[src/rtl/serial_rx6_pkg.sv]
// Shared definitions for the 6-byte UART link (TX and RX sides).
package serial_rx6_pkg;
  localparam int PKT_BYTES = 6;
  localparam int PKT_W     = 8 * PKT_BYTES;

  typedef enum logic [2:0] {
    IDLE      = 3'd0,
    START_BIT = 3'd1,
    DATA      = 3'd2,
    STOP_BIT  = 3'd3,
    GAP       = 3'd4
  } rx_state_e;
endpackage

[src/rtl/serial_rx6_if.sv]
// Serial line in, packet word and status strobes out.
// slave: the receiver; master: whatever drives the line and consumes packets.
interface serial_rx6_if;
  logic                           rx;
  logic [serial_rx6_pkg::PKT_W-1:0] data;
  logic                           new_data;
  logic                           busy;
  logic                           frame_err;
  logic                           timeout;

  modport slave  (input  rx, output data, new_data, busy, frame_err, timeout);
  modport master (output rx, input  data, new_data, busy, frame_err, timeout);
endinterface

[src/rtl/serial_rx6_rx_sync_edge.sv]
// 2-FF synchronizer for the async serial line plus a 1->0 edge detector.
// All flops reset to the idle (high) level so reset release on an idle line
// never looks like a start edge.
module rx_sync_edge (
  input  logic clk,
  input  logic rst_n,
  input  logic i_rx,
  output logic o_rx_s,
  output logic o_fall
);
  logic r_s1, r_s2, r_prev;

  // synchronize, then keep one extra sample for edge detection
  always_ff @(posedge clk or negedge rst_n) begin
    if (!rst_n) begin
      r_s1   <= 1'b1;
      r_s2   <= 1'b1;
      r_prev <= 1'b1;
    end else begin
      r_s1   <= i_rx;
      r_s2   <= r_s1;
      r_prev <= r_s2;
    end
  end

  assign o_rx_s = r_s2;
  assign o_fall = r_prev & ~r_s2;
endmodule

[src/rtl/serial_rx6.sv]
// Receiver for 6-byte 8N1 packets. Assembles bytes LSB-first into a 48-bit
// word (byte 0 in [7:0]); bad stop bits and over-long inter-byte gaps drop
// the whole packet and pulse a flag instead of new_data.
module serial_rx6
  import serial_rx6_pkg::*;
#(
  parameter int CLK_PER_BIT = 50,
  parameter int GAP_BITS    = 20
) (
  input  logic        clk,
  input  logic        rst_n,
  serial_rx6_if.slave bus
);
  localparam int CTR_W = $clog2(CLK_PER_BIT);
  localparam int GAP_W = $clog2(GAP_BITS * CLK_PER_BIT + 1);
  localparam logic [CTR_W-1:0] CTR_HALF = CTR_W'(CLK_PER_BIT / 2 - 1);
  localparam logic [CTR_W-1:0] CTR_FULL = CTR_W'(CLK_PER_BIT - 1);
  localparam logic [GAP_W-1:0] GAP_MAX  = GAP_W'(GAP_BITS * CLK_PER_BIT);
  localparam logic [2:0]       LAST_BYTE = 3'(PKT_BYTES - 1);

  logic             w_rx_s, w_fall;
  logic [GAP_W-1:0] w_gap_nxt;

  rx_state_e        r_state;
  logic [CTR_W-1:0] r_ctr;
  logic [GAP_W-1:0] r_gap;
  logic [2:0]       r_bit, r_byte;
  logic [PKT_W-1:0] r_shift, r_data;
  logic             r_new_data, r_busy, r_frame_err, r_timeout;

  rx_sync_edge u_sync (
    .clk    (clk),
    .rst_n  (rst_n),
    .i_rx   (bus.rx),
    .o_rx_s (w_rx_s),
    .o_fall (w_fall)
  );

  // saturating so the counter can never wrap back into a valid gap
  assign w_gap_nxt = (r_gap == GAP_MAX) ? r_gap : r_gap + GAP_W'(1);

  // receive FSM; strobes default low so each is a single-cycle pulse
  always_ff @(posedge clk or negedge rst_n) begin
    if (!rst_n) begin
      r_state     <= IDLE;
      r_ctr       <= '0;
      r_gap       <= '0;
      r_bit       <= '0;
      r_byte      <= '0;
      r_shift     <= '0;
      r_data      <= '0;
      r_new_data  <= 1'b0;
      r_busy      <= 1'b0;
      r_frame_err <= 1'b0;
      r_timeout   <= 1'b0;
    end else begin
      r_new_data  <= 1'b0;
      r_frame_err <= 1'b0;
      r_timeout   <= 1'b0;
      case (r_state)
        IDLE: begin
          r_byte <= '0;
          r_ctr  <= '0;
          if (w_fall) begin
            r_state <= START_BIT;
            r_busy  <= 1'b1;
          end
        end
        START_BIT: begin
          if (r_ctr == CTR_HALF) begin
            r_ctr <= '0;
            r_bit <= '0;
            if (w_rx_s) begin
              // line went back high before mid-bit: noise, not a start bit
              r_state <= IDLE;
              r_busy  <= 1'b0;
            end else begin
              r_state <= DATA;
            end
          end else begin
            r_ctr <= r_ctr + CTR_W'(1);
          end
        end
        DATA: begin
          if (r_ctr == CTR_FULL) begin
            r_ctr                   <= '0;
            r_shift[{r_byte, r_bit}] <= w_rx_s;
            r_bit                   <= r_bit + 3'd1;
            if (r_bit == 3'd7) r_state <= STOP_BIT;
          end else begin
            r_ctr <= r_ctr + CTR_W'(1);
          end
        end
        STOP_BIT: begin
          if (r_ctr == CTR_FULL) begin
            r_ctr <= '0;
            if (!w_rx_s) begin
              r_frame_err <= 1'b1;
              r_busy      <= 1'b0;
              r_state     <= IDLE;
            end else if (r_byte == LAST_BYTE) begin
              r_data     <= r_shift;
              r_new_data <= 1'b1;
              r_busy     <= 1'b0;
              r_state    <= IDLE;
            end else begin
              r_byte  <= r_byte + 3'd1;
              r_gap   <= '0;
              r_state <= GAP;
            end
          end else begin
            r_ctr <= r_ctr + CTR_W'(1);
          end
        end
        GAP: begin
          if (w_fall) begin
            r_gap   <= '0;
            r_ctr   <= '0;
            r_state <= START_BIT;
          end else if (w_gap_nxt == GAP_MAX) begin
            r_timeout <= 1'b1;
            r_busy    <= 1'b0;
            r_state   <= IDLE;
          end else begin
            r_gap <= w_gap_nxt;
          end
        end
        default: begin
          r_busy  <= 1'b0;
          r_state <= IDLE;
        end
      endcase
    end
  end

  assign bus.data      = r_data;
  assign bus.new_data  = r_new_data;
  assign bus.busy      = r_busy;
  assign bus.frame_err = r_frame_err;
  assign bus.timeout   = r_timeout;
endmodule
[src/flat_wrapper.sv]
// flat-port wrapper written by rule: the top's interface ports become plain ports
module serial_rx6_flat import serial_rx6_pkg::*;
#(
  parameter int CLK_PER_BIT = 50,
  parameter int GAP_BITS    = 20
)
  (clk, rst_n, bus_rx, bus_data, bus_new_data, bus_busy, bus_frame_err, bus_timeout);
  serial_rx6_if bus_i ();
  input  logic clk;
  input  logic rst_n;
  input wire logic [$bits(bus_i.rx)-1:0] bus_rx;
  output wire logic [$bits(bus_i.data)-1:0] bus_data;
  output wire logic [$bits(bus_i.new_data)-1:0] bus_new_data;
  output wire logic [$bits(bus_i.busy)-1:0] bus_busy;
  output wire logic [$bits(bus_i.frame_err)-1:0] bus_frame_err;
  output wire logic [$bits(bus_i.timeout)-1:0] bus_timeout;
  assign bus_i.rx = bus_rx;
  assign bus_data = bus_i.data;
  assign bus_new_data = bus_i.new_data;
  assign bus_busy = bus_i.busy;
  assign bus_frame_err = bus_i.frame_err;
  assign bus_timeout = bus_i.timeout;
  serial_rx6 #(.CLK_PER_BIT(CLK_PER_BIT), .GAP_BITS(GAP_BITS)) u_core (.clk(clk), .rst_n(rst_n), .bus(bus_i));
endmodule
[config.mk]
export PLATFORM = sky130hd
export DESIGN_NAME = serial_rx6_flat
export DESIGN_NICKNAME = d
export VERILOG_FILES = /design/src/rtl/serial_rx6_pkg.sv /design/src/rtl/serial_rx6_if.sv /design/src/rtl/serial_rx6_rx_sync_edge.sv /design/src/rtl/serial_rx6.sv /design/src/flat_wrapper.sv
export SDC_FILE = /design/constraint.sdc
export NUM_CORES = 1
export LEC_CHECK = 0
export ABC_AREA = 1
export BUFFER_PORTS_ARGS = -buffer_cell sky130_fd_sc_hd__buf_2
export CORE_AREA = 2 2 87 131
export CTS_CLUSTER_DIAMETER = 80
export DETAILED_ROUTE_END_ITERATION = 6
export DIE_AREA = 0 0 89 133
export PLACE_DENSITY_LB_ADDON = 0.2
export SYNTH_ARGS = -nofsm -noshare
export SYNTH_HDL_FRONTEND = slang
export SYNTH_SLANG_ARGS = --single-unit
[constraint.sdc]
create_clock -name clk -period 5.2 [get_ports clk]
set_input_delay 1.04 -clock clk [delete_from_list [all_inputs] [get_ports clk]]
set_output_delay 1.04 -clock clk [all_outputs]
set_load 0.005 [all_outputs]
======== Yosys cells after proc, flatten, opt, wreduce, memory -nomap -nowiden ========
Index checks and enable logic that the tools add are counted.
operators by class
  eq/ne operators ......................... 24
  multiplexer cells ....................... 51
  $add $sub $neg .......................... 4
  bitwise gates (word level) .............. 3
  reductions and logical operators ........ 15
  $lt $le $gt $ge ......................... 2
operators by type and width
  operator                 count
  $mux W10                 6
  $bwmux W48               1
  $mux W3                  14
  $pmux W6 S4              1
  $eq A10 B10 Y1 const B   2
  $pmux W10 S2             1
  $mux W1                  19
  $mux W6                  3
  $pmux W3 S5              1
  $ne A2 B2 Y1 const B     6
  $pmux W3 S2              2
  $add A10 B1 Y10 const B  1
  $ne A2 B1 Y1 const B     5
  $eq A3 B3 Y1 const B     3
  $reduce_and A4 Y1        2
  $reduce_and A8 Y1        1
  $lt A6 B7 Y1 const B     1
  $add A3 B1 Y3 const B    2
  $add A6 B1 Y6 const B    1
  $demux W1 S6             1
  $eq A3 B2 Y1 const B     2
  $eq A6 B5 Y1 const B     1
  $eq A6 B6 Y1 const B     1
  $ge A6 B1 Y1 const B     1
  16 further kinds         21
word-level totals
  output and inout port bits .............. 52
  flip-flop bits (word level) ............. 128
  logic and storage cells ................. 113

======== Logic depth before layout (Yosys ltp) ========
  word-level depth ........................ 6
  mapped depth ............................ 13

======== By module ========
A second synthesis with hierarchy kept.
unflattened totals
  cell total of the unflattened synthesis .. 696
  area, all modules ....................... 5,904.4 um^2
modules (own cells, without submodules)
  module        times used  sequential area each (um^2)  area an instance (um^2)  cells each
  serial_rx6    1           3,128.0                      5,815.6                  691
  rx_sync_edge  1           78.8                         88.8                     5

======== Least setup slack after synthesis ========
Ideal clock, no wire load.
  path kind ............................... register to register
  from .................................... register u_core.r_ctr[1]
  to ...................................... register u_core.r_data[17], in the netlist u_core.bus.data[17]
  slack ................................... 3.496 ns
  buffers on the path ..................... 2
  arrival time ............................ 1.574 ns
  cell stages (with the launch flop) ...... 12
  period minus slack after synthesis ...... 1.704 ns
  data required time ...................... 5.070 ns
  cells stage by stage .................... dfrtp_1 inv_1 ha_1 nand3_1 nor3_4 nand2_2 nor3_4 inv_2 buf_6 buf_6 nand2_1 o21ai_1
on the way
  word-level cells in the longest chain between the ends .. 2
ends and longest elaborated chain
  element                             RTL line           source
  start, declared                     serial_rx6.sv:25   logic [CTR_W-1:0] r_ctr;
  start signal, assigned              serial_rx6.sv:81   r_ctr <= r_ctr + CTR_W'(1);
  start signal, assigned              serial_rx6.sv:91   r_ctr <= r_ctr + CTR_W'(1);
  start signal, assigned              serial_rx6.sv:112  r_ctr <= r_ctr + CTR_W'(1);
  $eq A6 B6 Y1                        serial_rx6.sv:95   if (r_ctr == CTR_FULL) begin
  $reduce_and A4 Y1 (no source line)  -
  end signal, assigned                serial_rx6.sv:102  r_data <= r_shift;
  end, declared                       serial_rx6.sv:28   logic [PKT_W-1:0] r_shift, r_data;
No other way between the ends.
A chain may end at the register's enable or synchronous reset.

======== Worst setup path in the final report ========
  from .................................... register u_core.u_sync.r_s2, in the netlist u_core.u_sync.o_rx_s
  to ...................................... register u_core.r_gap[3]
on the way
  word-level cells in the longest chain between the ends .. 4
  elaborated cells on any way between the ends .. 7
  those cells by class .................... 2 x eq/ne; 2 x mux; 2 x bitwise; 1 x reduce/logical
ends and longest elaborated chain
  element                                                                    RTL line                       source
  start, declared                                                            serial_rx6_rx_sync_edge.sv:11  logic r_s1, r_s2, r_prev;
  start signal, assigned                                                     serial_rx6_rx_sync_edge.sv:21  r_s2 <= r_s1;
  $not A1 Y1                                                                 serial_rx6_rx_sync_edge.sv:27  assign o_fall = r_prev & ~r_s2;
  $and A1 B1 Y1                                                              serial_rx6_rx_sync_edge.sv:27
  $ne A3 B3 Y1 (no source line) / $mux W10 (equally long branches)           -
  $reduce_and A5 Y1 (no source line) / $pmux W10 S2 (equally long branches)  -
  end signal, assigned                                                       serial_rx6.sv:125              r_gap <= w_gap_nxt;
  end, declared                                                              serial_rx6.sv:26               logic [GAP_W-1:0] r_gap;
Several ways; a longest one is shown, not always the timed one.

==> results.yml <==
critical_path:
  r2r_end: "u_core.r_gap[3]"
  crit_fanout: 53
  crit-reg2reg-launch: "u_core.u_sync.o_rx_s"
  r2r_setup_slack_ps: 2600
  worst_ep_required_time_ps: 5560
  startpoint_type: "register"
  cp_common_cell: "nand2_1"
  crit_family: "simple AND/OR/NAND/NOR gates"
  cp-end-kind: "register"
  crit_end: "u_core.r_gap[3]"
  cp.arrival_ps: 2960
  cp_num_buf_inv: 2
  cp_slowest_cell: "dfstp_2"
  path_class: "register to register"
  crit_cells: 8
  crit_chain: "inv_2, nand2_1, inv_1, nor2_1, nand4_1, nand2_2, nand2_1, nand2_1"
  crit_path_start: "u_core.u_sync.o_rx_s"
  crit_path_max_incr_delay_ps: 1140
  reg2reg_depth: 8
cells_and_area:
  areaGrowthSynthToFinish_pct: 16.69
  stdcell_area_um2: 6719
  layout.area.seq_um2: 3207
  n_antenna_cell: 0
  fill_cells: 965
  finish.utilization_pct: 62.10
  drive_above_1_share_pct: 16.98
  layout_common_cells: "nand2_1 (191), dfrtp_1 (125), inv_1 (81)"
  nets: 753
  multi_input_area_um2: 2086
  mostFrequentLayoutCell: "nand2_1"
outcome:
  outcome: "complete, no violations"
clocking:
  cts_buffers: 17
  cts_root_buf: "clkbuf_16"
  cts_tree: "yes"
  cts_setup_buffers: 0
  cts_hold_buf: 0
  cts_sinks: 128
  htreeDepth: 4
  clk_pin_slew_worst_paths_ps: 60
  post_cts_resize_count: 0
  clk_latency_ps: 420
  cts.path.max_buffers: 2
job:
  cap_viol_max_count: 0
yosys:
  syn_inst: 681
  ys.warnings.count: 0
  synth_fp_nets: 693
  synthDistinctLibCells: 36
  syn_area_um2: 5758
  synth-seq-cells: 128
  synth-seq-area-share_pct: 55.69
  synth_area_per_cell_um2: 8.455
grt:
  grt_use_total_pct: 21.82
  antenna_found_initial: 0
  grt_max_degree: 96
  grt_pass1_wl_um: 20150
  overflow: 0
  use_met2_pct: 36.98
  use_met3_pct: 4.616
  grt.busiest_layer: "met2"
  grtUsageMet1_pct: 26.45
  grt_pass1_vias: 4415
floorplan:
  die_y_um: 133
  initial_utilization_pct: 53.21
  rows: 47
  io-pin-count: 55
  die_w_um: 89
  coreArea_um2: 10820
  dieArea_um2: 11840
placement:
  post-place-ws_ps: 2658
  gp_congestion: 0.8946
  placed_cell_area_um2: 6128
  port_buffers: 54
  dp_hpwl_um: 8295
power:
  peakVddDrop_v: 0.0002548
  power_leakage_nw: 3.341
  power_density_nw_per_um2: 377.2
route:
  drtPass1Iterations: 4
  via_per_inst: 5.062
  drt_iter0_drc: 216
  drc: 0
  vias: 4561
  drtAntennaViolNets: 0
  routed_wl_um: 12180
  wire_per_inst_um: 13.51
min_path:
  hold_path.class: "register to register"
  min_from: "u_core.u_sync.r_s1"
timing:
  tns_ps: 0
  min_period_ps: 2599
  finalHoldViolations: 0
  slew-limit-headroom_pct: 25.72
  grt_setup_unrepaired: "no"
  finClkSkew_ps: 23.46
  tightest_slew_ps: 1106
  slew_violations: 0
  setup_viol: 0
  fin_crit_sh_pct: 49.97
  max_freq_ghz: 0.3848
  worst_slack_ps: 2601
-- cells by family (layout without fill, tap and decap cells) --
family,Yosys count,after routing,synth area share [%]
buf+inv,111,184,8.083
compound gates,119,119,11.26
simple gates,312,312,22.71
fa+ha+maj,9,9,1.956
flops,128,128,55.69
xor+xnor,2,2,0.3043
-- registers in the layout (all words and copies together), names as in the netlist --
name and cells:
u_core.r_ctr 6, u_core.bus.data 48, u_core.r_state 3, u_core.r_shift 48, u_core.bus.timeout 1, u_core.u_sync.o_rx_s 1, u_core.u_sync.r_s1 1, u_core.r_byte 3
u_core.r_gap 10, u_core.r_bit 3, u_core.bus.new_data 1, u_core.bus.frame_err 1, u_core.bus.busy 1, u_core.u_sync.r_prev 1
-- stage by stage --
stage / power [mW] / hold WS, ps / std cells
5_1_grt: 2.655 / 365.8 / 901
3_5_place_dp: 1.377 / 350.6 / 869
4_1_cts: 2.552 / 359.0 / 901
3_3_place_gp: 1.368 / 351.8 / 869
2_1_floorplan: 1.293 / 345.2 / 681
6_report: 2.535 / 360.7 / 901
-- worst reg2reg max path: cells and delay by family, from the launching register on --
kind | cells | cell delay [ps]
buf+inv | 2 | 240
flops | 1 | 1140
simple gates | 6 | 1140
-- synthesized netlist by cell type (all sizes together) --
master    n  area share, %
a211oi    1           0.13
nor3     14            1.8
dfstp     3            1.4
clkinv    1          0.065
nand3b    1           0.13
a31oi     1           0.11
nand2   194             13
o21bai    1           0.13
nor2     74            5.0
nor4      1           0.11
and2      1           0.11
o21ai    58            5.7
nand4     9           0.98
buf      12            1.6
nor3b     1           0.13
or2       1           0.11
o31ai     1           0.13
o21a      1           0.13
xor2      2           0.30
a21oi    55            4.8
clkbuf    4           0.28
o41ai     1           0.15
inv      94            6.1
dfrtp   125             54
ha        9            2.0
nand3    16            1.6
-- how the worst min path moves through the flow --
stage                           end  slack [ps]  cells after the start
6_report       u_core.u_sync.o_rx_s         360                      0
5_1_grt        u_core.u_sync.o_rx_s         370                      0
4_1_cts        u_core.u_sync.o_rx_s         360                      0
3_5_place_dp   u_core.u_sync.o_rx_s         350                      0
3_3_place_gp   u_core.u_sync.o_rx_s         350                      0
2_1_floorplan  u_core.u_sync.o_rx_s         350                      0
-- report_power, final --
group | internal [mW] | switching (mW)
Clock | 0.729 | 0.442
Sequential | 1.03 | 0.0525
Combinational | 0.0904 | 0.188
Total | 1.85 | 0.682
-- layer usage --
layer  up-vias  share of wire, %
met5         -                 0
met4         0               1.9
met3        18               3.0
met2        90                53
met1      2176                42
li1       2277                 -
-- area by class of cell --
type | instances | area share [%]
multi-input cells | 442 | 31.04
clock inverters | 13 | 2.048
inverters | 95 | 5.307
flip-flops and latches | 128 | 47.73
clock buffers | 19 | 6.741
repair buffers | 57 | 4.395
well taps | 147 | 2.737
Note: power is estimated with default switching activity, not from simulation.
